==> src/rtl/bip_defs.sv <==
// Shared definitions for the BIP run controller: FSM state encoding, frame
// status bytes, default command/opcode values and the frame-length helper.
package bip_defs;

    typedef enum logic [2:0] {
        ST_IDLE,
        ST_CLEAR,
        ST_RUN,
        ST_LATCH,
        ST_SEND
    } run_state_t;

    localparam logic [7:0] STATUS_HALT       = 8'h48;  // 'H'
    localparam logic [7:0] STATUS_TIMEOUT    = 8'h54;  // 'T'
    localparam logic [7:0] START_CMD_DEFAULT = 8'h73;  // 's'
    localparam logic [4:0] HALT_OPCODE_DEFAULT = 5'b00000;

    // Status byte, then the cycle count, then the accumulator.
    function automatic int frame_bytes(input int cyc_bits, input int data_width);
        return 1 + cyc_bits / 8 + data_width / 8;
    endfunction

endpackage

==> src/rtl/bip_tx_frame_serializer.sv <==
// Captures an N-byte frame in parallel and presents it byte 0 first over a
// valid/ready handshake; done marks the cycle the final byte is accepted.
module bip_tx_frame_serializer #(
    parameter int N_BYTES = 7
) (
    input  logic                 clk,
    input  logic                 reset,
    input  logic                 load,
    input  logic [N_BYTES*8-1:0] frame,
    input  logic                 tx_ready,
    output logic [7:0]           tx_data,
    output logic                 tx_valid,
    output logic                 done
);

    localparam int IDX_BITS = $clog2(N_BYTES);
    localparam logic [IDX_BITS-1:0] LAST_IDX = IDX_BITS'(N_BYTES - 1);

    logic [7:0]          bytes_q [N_BYTES];
    logic [IDX_BITS-1:0] idx;
    logic                busy;

    always_ff @(posedge clk or negedge reset) begin
        if (!reset) begin
            // NOTE: the buffer is only a few bytes of flops, so it is reset like any
            // other register; a stale frame can never leak out after an abort.
            for (int i = 0; i < N_BYTES; i++) bytes_q[i] <= '0;
            idx  <= '0;
            busy <= 1'b0;
        end else if (load) begin
            for (int i = 0; i < N_BYTES; i++) bytes_q[i] <= frame[i*8 +: 8];
            idx  <= '0;
            busy <= 1'b1;
        end else if (busy && tx_ready) begin
            if (idx == LAST_IDX) begin
                busy <= 1'b0;
                idx  <= '0;
            end else begin
                idx <= idx + 1'b1;
            end
        end
    end

    assign done     = busy && tx_ready && (idx == LAST_IDX);
    assign tx_valid = busy;
    // Index only advances on acceptance, so the byte holds steady through a stall.
    assign tx_data  = busy ? bytes_q[idx] : 8'h00;

endmodule

==> src/rtl/bip_run_controller.sv <==
// Sequences one BIP run for the UART debug flow: start byte, CPU clear, counted
// run until HALT or timeout, then a status/cycle-count/accumulator frame out.
module bip_run_controller
    import bip_defs::*;
#(
    parameter int                     DATA_WIDTH  = 16,
    parameter int                     OPCODE_BITS = 5,
    parameter logic [OPCODE_BITS-1:0] HALT_OPCODE = OPCODE_BITS'(HALT_OPCODE_DEFAULT),
    parameter int                     CYC_BITS    = 32,
    parameter longint unsigned        MAX_CYCLES  = 64'd1 << 20,
    parameter logic [7:0]             START_CMD   = START_CMD_DEFAULT
) (
    input  logic                   clk,
    input  logic                   reset,
    input  logic [7:0]             rx_data,
    input  logic                   rx_valid,
    input  logic [OPCODE_BITS-1:0] instr_opcode,
    input  logic [DATA_WIDTH-1:0]  acc,
    output logic                   cpu_en,
    output logic                   cpu_clear,
    output logic [7:0]             tx_data,
    output logic                   tx_valid,
    input  logic                   tx_ready,
    output logic                   running,
    output logic                   halted
);

    localparam int N_BYTES = frame_bytes(CYC_BITS, DATA_WIDTH);
    localparam logic [CYC_BITS-1:0] LAST_CYCLE = CYC_BITS'(MAX_CYCLES - 64'd1);

    run_state_t          state, state_next;
    logic [CYC_BITS-1:0] cycle_cnt;
    logic [7:0]          status;
    logic                halt_hit;
    logic                timeout_hit;
    logic                frame_done;

    assign halt_hit    = (instr_opcode == HALT_OPCODE);
    assign timeout_hit = (cycle_cnt == LAST_CYCLE);

    always_ff @(posedge clk or negedge reset) begin
        if (!reset) state <= ST_IDLE;
        else        state <= state_next;
    end

    always_comb begin
        // NOTE: defaulting every output of a combinational block first is what
        // keeps a missed branch from inferring a latch.
        state_next = state;
        case (state)
            ST_IDLE:  if (rx_valid && rx_data == START_CMD) state_next = ST_CLEAR;
            ST_CLEAR: state_next = ST_RUN;
            ST_RUN:   if (halt_hit || timeout_hit) state_next = ST_LATCH;
            ST_LATCH: state_next = ST_SEND;
            ST_SEND:  if (frame_done) state_next = ST_IDLE;
            default:  state_next = ST_IDLE;
        endcase
    end

    // The final RUN cycle is still counted, so LATCH sees the true total.
    always_ff @(posedge clk or negedge reset) begin
        if (!reset) begin
            cycle_cnt <= '0;
            status    <= 8'h00;
            halted    <= 1'b0;
        end else begin
            case (state)
                ST_CLEAR: begin
                    cycle_cnt <= '0;
                    halted    <= 1'b0;
                end
                ST_RUN: begin
                    cycle_cnt <= cycle_cnt + 1'b1;
                    status    <= halt_hit ? STATUS_HALT : STATUS_TIMEOUT;
                end
                ST_LATCH: halted <= (status == STATUS_HALT);
                default: ;
            endcase
        end
    end

    assign cpu_en    = (state == ST_RUN);
    assign cpu_clear = (state == ST_CLEAR);
    assign running   = (state == ST_CLEAR) || (state == ST_RUN);

    bip_tx_frame_serializer #(
        .N_BYTES (N_BYTES)
    ) u_serializer (
        .clk      (clk),
        .reset    (reset),
        .load     (state == ST_LATCH),
        .frame    ({acc, cycle_cnt, status}),
        .tx_ready (tx_ready),
        .tx_data  (tx_data),
        .tx_valid (tx_valid),
        .done     (frame_done)
    );

endmodule

==> config.mk <==
export PLATFORM = sky130hd
export DESIGN_NAME = bip_run_controller
export DESIGN_NICKNAME = d
export VERILOG_FILES = /design/src/rtl/bip_defs.sv /design/src/rtl/bip_tx_frame_serializer.sv /design/src/rtl/bip_run_controller.sv
export SDC_FILE = /design/constraint.sdc
export NUM_CORES = 1
export LEC_CHECK = 0
export CAP_MARGIN = 25
export CORE_ASPECT_RATIO = 2
export CORE_UTILIZATION = 51
export DETAILED_ROUTE_END_ITERATION = 10
export PLACE_DENSITY = 0.85
export RECOVER_POWER = 25
export SLEW_MARGIN = 5
export SYNTH_ARGS = -nofsm -noshare
export SYNTH_HDL_FRONTEND = slang
export SYNTH_SLANG_ARGS = --single-unit
export TNS_END_PERCENT = 50
==> constraint.sdc <==
create_clock -name clk -period 2.07 [get_ports clk]
set_input_delay 0.621 -clock clk [delete_from_list [all_inputs] [get_ports clk]]
set_output_delay 0.621 -clock clk [all_outputs]
set_load 0.02 [all_outputs]
==> metrics list, run 1 <==
* Total count of hold-check failures in the final report: 0
- During I/O placement, the number of pins put on the boundary was 46.
- Type of destination of the critical path: primary output
- Post-synth cell types: 43
- Post-place instance area: 5360 sq um
- Count of placed standard cells in the final layout, fillers left out: about 670
- In the routed design, unresolved DRC markers number 0.
- The via count of the first global-routing pass came to 4096.
* Number of enable-type register cells in the synthesized netlist: 0
- Yosys printed 0 warnings.
- The first global-routing pass estimated 20300 um of wire.
* Placement Rows: 48
* Compound-gate portion of the synthesized area: 0.0877
- Of the post-synthesis cell area, the dominant cell type holds 0.511.
- Most instantiated library cell after synthesis: sky130_fd_sc_hd__nand2_1
- Share of the core filled with cells: 0.650
- Worst Path Max Fanout: 7
* Worst hold path class: reg -> reg
- Source-to-sink clock delay at the later pin of the worst-skew pair: around 340 ps
* Post-synthesis simple-gate area fraction: 0.271
* Final setup vio count: 10
- The number of cells on the worst reg-to-reg path is 8.
* Initial antenna violation count: 0
* Fraction of registers with async set or reset after synthesis: 1.00
- After layout, the design draws a total of 6.63 mW.
* P&R area growth vs syn: 23.0%
- TNS Setup: -2890 ps
- Along the worst hold path, the cell count comes to 1.
* Transition time at the pin with the least slew margin: 1420 ps
* Power per cell area: 1170 nW/um^2
- Each instance of the synthesized netlist takes up on average 9.07 sq um.
- Dividing the detail-routed via count by the number of cells gives 6.05.
- Max-slew violation count: 0
- The clock net in this run drives a total of 94 sinks.
* Total Routing Usage GR: 0.278
- Full die area: between 9000 and 10000 sq um
* Clock Pin Slew Worst Setup and Hold Paths: roughly 60 ps
- DR WL/cell: between 15 and 20 um
- Across the run, the number of max-cap violations was 0.
- Relative slew slack: 0.0512
- Length of the first detailed-routing pass in iterations: 5
- Synth Instances: 508
* Fraction of synthesized area in multiplexers: 0.0902
- Number of buffers added on ports: 45
- Counting every net in the synthesized netlist gives between 500 and 600.
* Placed Cells: 654
- TritonCTS clock tree: built
- Static Leak: 2.84 nW
* Fin crit share: 1.18
- The detail route stage leaves a number of antenna-violating nets equal to 0.
* Residual overflow from global routing: 0
- Root buffer selected by CTS: sky130_fd_sc_hd__clkbuf_16
* Final GP Congestion: ~0.93
* Critical Path Source Type: flop
- For this run, the top clock speed supported by timing is 410 MHz.
- The initial utilization of the core area, before any placement, comes to 0.529.
* Overall die width: slightly below 70 um
* Total standard cell area after synthesis: 4610 sq um
* Yosys reg bits: 94
- Routed via count: 4068
* Cell area after layout: 5660 sq um
* Post-detailed-routing wire length: between 10000 and 15000 um
- Setup repair after global routing missed its margin: yes
* Final-layout worst hold slack: 488 ps
- Status: complete, but fails checks
- Top_reg_cell synth: sky130_fd_sc_hd__dfrtp_1
* Arr. time, crit path: 1820 ps
* Worst Clk Skew: slightly below 4 ps
* Clock tree buffer depth: 2
- Post-synthesis share of cell area spent on xor and xnor gates: 0
- Pre-CTS worst setup slack: -488 ps
* Critical path class: reg -> out
- Fraction of final layout cells with drive strength greater than 1: 0.142
- The worst path in the final design needs a cycle of around 2400 ps, including I/O delays and setup.
* Data required time of the critical path: 1450 ps
* Adder and majority gate portion of the synthesized area: 0.00272
- The die is 136 um tall.
- Sequential cell area fraction in the yosys report: 0.511
- Entering global routing, the biggest net connects 59 pins.
* Area of the core: 8710 sq um
- The H-tree was split into 3 levels.
- Most area-hungry cell type in the Yosys netlist: sky130_fd_sc_hd__dfrtp_1
- 0 antenna diodes ended up in the layout.
* Worst VDD drop: around 0.57 mV
- In the synthesized netlist, the cells that appear most often are sky130_fd_sc_hd__nand2_1 (186), sky130_fd_sc_hd__dfrtp_1 (94), sky130_fd_sc_hd__mux2i_1 (28), sky130_fd_sc_hd__clkbuf_1 (23), sky130_fd_sc_hd__nor2_1 (23).
- Dominant combinational cell family by area after synthesis: simple AND/OR/NAND/NOR gates
- DPL Wire Length: 8760 um
- The final reports fail on negative setup slack.
- The number of clock buffers added by TritonCTS is 9.
- The number of hold buffers added after CTS was 0.
- DR iter-0 viols: 293
- Final setup slack of the worst path: -369 ps
- Post-layout nets: 601
- Top cells by area, synth: sky130_fd_sc_hd__dfrtp_1 (51%), sky130_fd_sc_hd__nand2_1 (15%), sky130_fd_sc_hd__mux2i_1 (6.1%)
[state kept, by name, indices dropped and copies added, names as in the netlist]
signal,cells
cycle_cnt,32
halted,1
state,3
status,3
u_serializer.bytes_q,51
u_serializer.idx,3
u_serializer.tx_valid,1
[worst max-delay path: stages, from the launching register on]
cell,delay [ps]
sky130_fd_sc_hd__dfrtp_2,460
sky130_fd_sc_hd__buf_12,150
sky130_fd_sc_hd__mux4_2,490
sky130_fd_sc_hd__o211a_1,220
sky130_fd_sc_hd__buf_2,160
[cell families after synthesis]
kind of cell               Yosys count
AOI/OAI and AO/OA                   57
adders and majority gates            1
buffers and inverters               41
DFF                                 94
muxes                               36
and+or+nand+nor                    279
[metal layers]
layer / GRT usage / routed length (um) / vias up
met3: 0.0378 / 583 / 50
met1: 0.292 / 4470 / 1960
li1: - / - / 1869
met4: 0.172 / 684 / 0
met2: 0.516 / 6830 / 189
met5: 0 / 0 / -
[layout by cell type (no fill, tap or decap), types with 6 or more instances in the layout]
| cell type | count |
|---|---|
| sky130_fd_sc_hd__buf_2 | 6 |
| sky130_fd_sc_hd__nand2_1 | 186 |
| sky130_fd_sc_hd__nand4_1 | 19 |
| sky130_fd_sc_hd__clkbuf_16 | 9 |
| sky130_fd_sc_hd__inv_1 | 9 |
| sky130_fd_sc_hd__buf_4 | 25 |
| sky130_fd_sc_hd__a21oi_1 | 6 |
| sky130_fd_sc_hd__o21ai_0 | 16 |
| sky130_fd_sc_hd__nor2_1 | 22 |
| sky130_fd_sc_hd__and3_1 | 9 |
| sky130_fd_sc_hd__dfrtp_1 | 92 |
| sky130_fd_sc_hd__clkdlybuf4s50_1 | 32 |
| sky130_fd_sc_hd__mux2i_1 | 28 |
| sky130_fd_sc_hd__o211ai_1 | 8 |
| sky130_fd_sc_hd__nand3_1 | 14 |
| sky130_fd_sc_hd__nor4_1 | 8 |
[layout make-up]
class | instances | area (sq um)
Fill cell | 655 | 3040
Sequential cell | 94 | 2350
Clock inverter | 6 | 85.1
Multi-Input combinational cell | 373 | 2100
Timing Repair Buffer | 77 | 717
Tap cell | 100 | 125
Inverter | 12 | 47.5
Clock buffer | 10 | 239
[final timing paths]
check / end / from / slack, ps
hold reg to reg: halted / status[4] / 490
max in group asynchronous: cycle_cnt[17] / reset / 490
min in group asynchronous: u_serializer.tx_valid / reset / 500
setup reg to reg: state[0] / state[2] / 80
hold / removal: halted / status[4] / 490
setup / recovery: tx_data[6] / u_serializer.idx[0] / -370
[report_power, final]
| part | total [mW] | leakage (nW) | switching (mW) | internal [mW] |
|---|---|---|---|---|
| Sequential | 2.53 | 1.25 | 0.359 | 2.17 |
| Clock | 1.78 | 0.154 | 0.692 | 1.09 |
| Combinational | 2.32 | 1.43 | 1.25 | 1.07 |
| Total | 6.63 | 2.84 | 2.30 | 4.33 |
[timing repair]
| action | 4_1_cts | 5_1_grt |
|---|---|---|
| resized for setup | 57 | 7 |
| setup buffers | 2 | 0 |
| setup endpoints to repair | 12 | 11 |
| gates cloned | 0 | 0 |
Note: power is estimated with default switching activity, not from simulation.
==> inputs of run 2 (changes only) <==
TNS_END_PERCENT = 30   (was 50)
==> run 2 against run 1 <==
  * The flow still finishes with violations (negative setup slack)
  * Non-clock buffer count unchanged
  * Register-to-register slack about the same
  * Count of clock-buffer cells in the layout unchanged
  * Global-route usage unchanged
  * Sequential power about the same
  * Clock skew increased by 1.3 ps
  * Flip-flop and latch count unchanged
  * Cell count unchanged
  * Combinational power about the same
  * Critical endpoint is now tx_data[5]
==> metrics list, run 2 (synthesis results as in run 1) <==
- Clock Pin Slew Worst Setup and Hold Paths: 60 ps
- MaxCap Viol Count: 0
* DPL Wire Length: 8760 um
- Routed via count: 4033
- Final-layout worst hold slack: 490 ps
* Worst Path Max Fanout: 7
* Max-slew violation count: 0
- Violations in the final reports: negative setup slack
- The share of total power dissipated in the clock network is 0.268.
- Status: complete, but fails checks
- The share of total power dissipated in sequential elements is 0.383.
* Max H-tree Level: 3
- Source-to-sink clock delay at the later pin of the worst-skew pair: 340 ps
* Antenna violation net count after detailed routing: 0
* Total count of hold-check failures in the final report: 0
- STA classifies the critical path endpoint as a primary output.
- Length of the first detailed-routing pass in iterations: 5
- The clock passes through at most 2 buffers.
- Inserted Clock Buffers: 9
- Worst VDD drop: ~0.57 mV
* Switching fraction of total power: 0.347
- Number of buffers added on ports: 45
- Summed over all layers, the global routing overflow is 0.
- After the last flow step, the layout net total stands at 601.
- The die covers approximately 9400 sq um.
* Initial Util: 0.529
- The filler cells instantiated in the layout total 657.
- For this design, the sink count on the clock tree is 94.
- Static timing analysis puts the maximum clock frequency at between 400 and 500 MHz.
- The register with the most flip-flops in the layout has slightly above 50 of them.
- For this design the ratio of total power to cell area is between 1000 and 1500 nW/um^2.
- After detailed routing, the total wire length is 12500 um.
- The first global-routing pass estimated 20300 um of wire.
* Overall die width: 69.2 um
- DR WL/cell: roughly 19 um
* Final setup slack of the worst path: -364 ps
* Relative slew slack: 0.0449
* P&R area growth vs syn: 22.8%
- Of the cells placed in the final design, the portion with a size suffix greater than 1 is 0.142.
* Data required time of the critical path: between 1000 and 1500 ps
- Clock skew on the completed layout was measured at 5.19 ps.
* Remaining DRCs: 0
* Placed Cells: approximately 650
- In this run the static leakage power is 2.84 nW.
* Worst hold path class: reg -> reg
- Setup violations remaining at the end of the flow were counted as 10.
- Placement Rows: 48
* Critical path class: reg -> out
- In the layout the commonest cells are sky130_fd_sc_hd__nand2_1 (186), sky130_fd_sc_hd__dfrtp_1 (92), sky130_fd_sc_hd__clkdlybuf4s50_1 (32).
- The floorplan step set the die height to approximately 140 um.
- Net switching power: 2.29 mW
- For this block, the initial DRC count from the detailed router was 262.
* Logic gate share of total power: 0.349
- The initial antenna violation count was 0.
* Total Routing Usage GR: 0.278
- Arr. time, crit path: 1810 ps
* Total internal power: roughly 4.3 mW
- Setup repair after global routing missed its margin: yes
* Total inserted antenna cells: 0
- The core region is 8710 sq um.
- TritonCTS built the clock tree.
* Count of placed standard cells in the final layout, fillers left out: roughly 670
- Root buffer selected by CTS: sky130_fd_sc_hd__clkbuf_16
* Vias per Instance: 6.00
* Boundary Pins: 46
* Final min period: 2430 ps
- Largest register by flop count: u_serializer.bytes_q
* Top flop regs: u_serializer.bytes_q x51, cycle_cnt x32
- Final GP Congestion: 0.930
- Of the available clock period, the critical path in the final layout requires 1.18.
- Via count of the first global-routing pass: ~4.1k
- Leading cell type in the layout, fill and taps excluded: sky130_fd_sc_hd__nand2_1
- Transition time at the pin with the least slew margin: 1430 ps
* Critical Path Source Type: flop
* Largest net degree at the start of global routing: 59
## run 2: cell counts in the layout (fill, tap and decap cells not counted)
No cell type changed its count.
## run 2: power groups by stage
| stage | Sequential (mW) | Clock [mW] | Combinational (mW) |
|---|---|---|---|
| 6_report | 2.53 | 1.77 | 2.31 |
| 5_1_grt | 2.55 | 1.85 | 2.50 |
| 4_1_cts | 2.52 | 1.79 | 2.27 |
| 3_5_place_dp | 2.55 | 0 | 2.26 |
| 3_3_place_gp | 2.53 | 0 | 2.15 |
| 2_1_floorplan | 2.39 | 0 | 1.36 |
## run 2: critical path: stages, from the launching register on
cell,delay [ps]
sky130_fd_sc_hd__dfrtp_2,460
sky130_fd_sc_hd__mux2_2,360
sky130_fd_sc_hd__a221o_1,340
sky130_fd_sc_hd__and3_1,170
sky130_fd_sc_hd__buf_2,150
## run 2: metrics by stage
stage               instance area [sq um]  total power [mW]  setup slack [ps]  TNS (ps)  utilization
floorplan                            4610              3.75              15.3         0            -
global placement                     5360              4.68              -437     -3940        0.615
detailed placement                   5360              4.80              -488     -4470        0.615
CTS                                  5670              6.57              -363     -2940        0.652
global route                         5660              6.90              -410     -3350        0.650
finish                               5660              6.61              -364     -2850        0.650
## run 2: cell type report
cell class | count | area (sq um) | area share
sequential | 94 | 2350 | 0.416
inverter | 12 | 47.5 | 0.00840
clock inverter | 6 | 85.1 | 0.0150
timing repair buffer | 77 | 711 | 0.126
tap | 100 | 125 | 0.0221
multi-input combinational | 373 | 2100 | 0.370
clock buffer | 10 | 239 | 0.0422
## run 2: final timing paths
| kind | startpoint | to | slack [ps] | cells past startpoint |
|---|---|---|---|---|
| setup / recovery | u_serializer.idx[0] | tx_data[5] | -360 | 4 |
| hold / removal | status[4] | halted | 490 | 1 |
| setup reg to reg | state[2] | state[0] | 90 | 8 |
| hold reg to reg | status[4] | halted | 490 | 1 |
| max in group asynchronous | reset | cycle_cnt[13] | 470 | 2 |
| min in group asynchronous | reset | u_serializer.tx_valid | 500 | 2 |
## run 2: repair_timing
item                       4_1_cts  5_1_grt
hold buffers                     0        0
resized for setup               55        7
cloned                           0        0
setup buffers                    2        0
setup endpoints to repair       12       11
## run 2: metal layers
| metal | GRT usage | vias to the layer above | share of wire |
|---|---|---|---|
| met1 | 0.292 | 1929 | 0.36 |
| li1 | - | 1869 | - |
| met3 | 0.0378 | 49 | 0.042 |
| met4 | 0.172 | 0 | 0.056 |
| met5 | 0 | - | 0 |
| met2 | 0.516 | 186 | 0.55 |
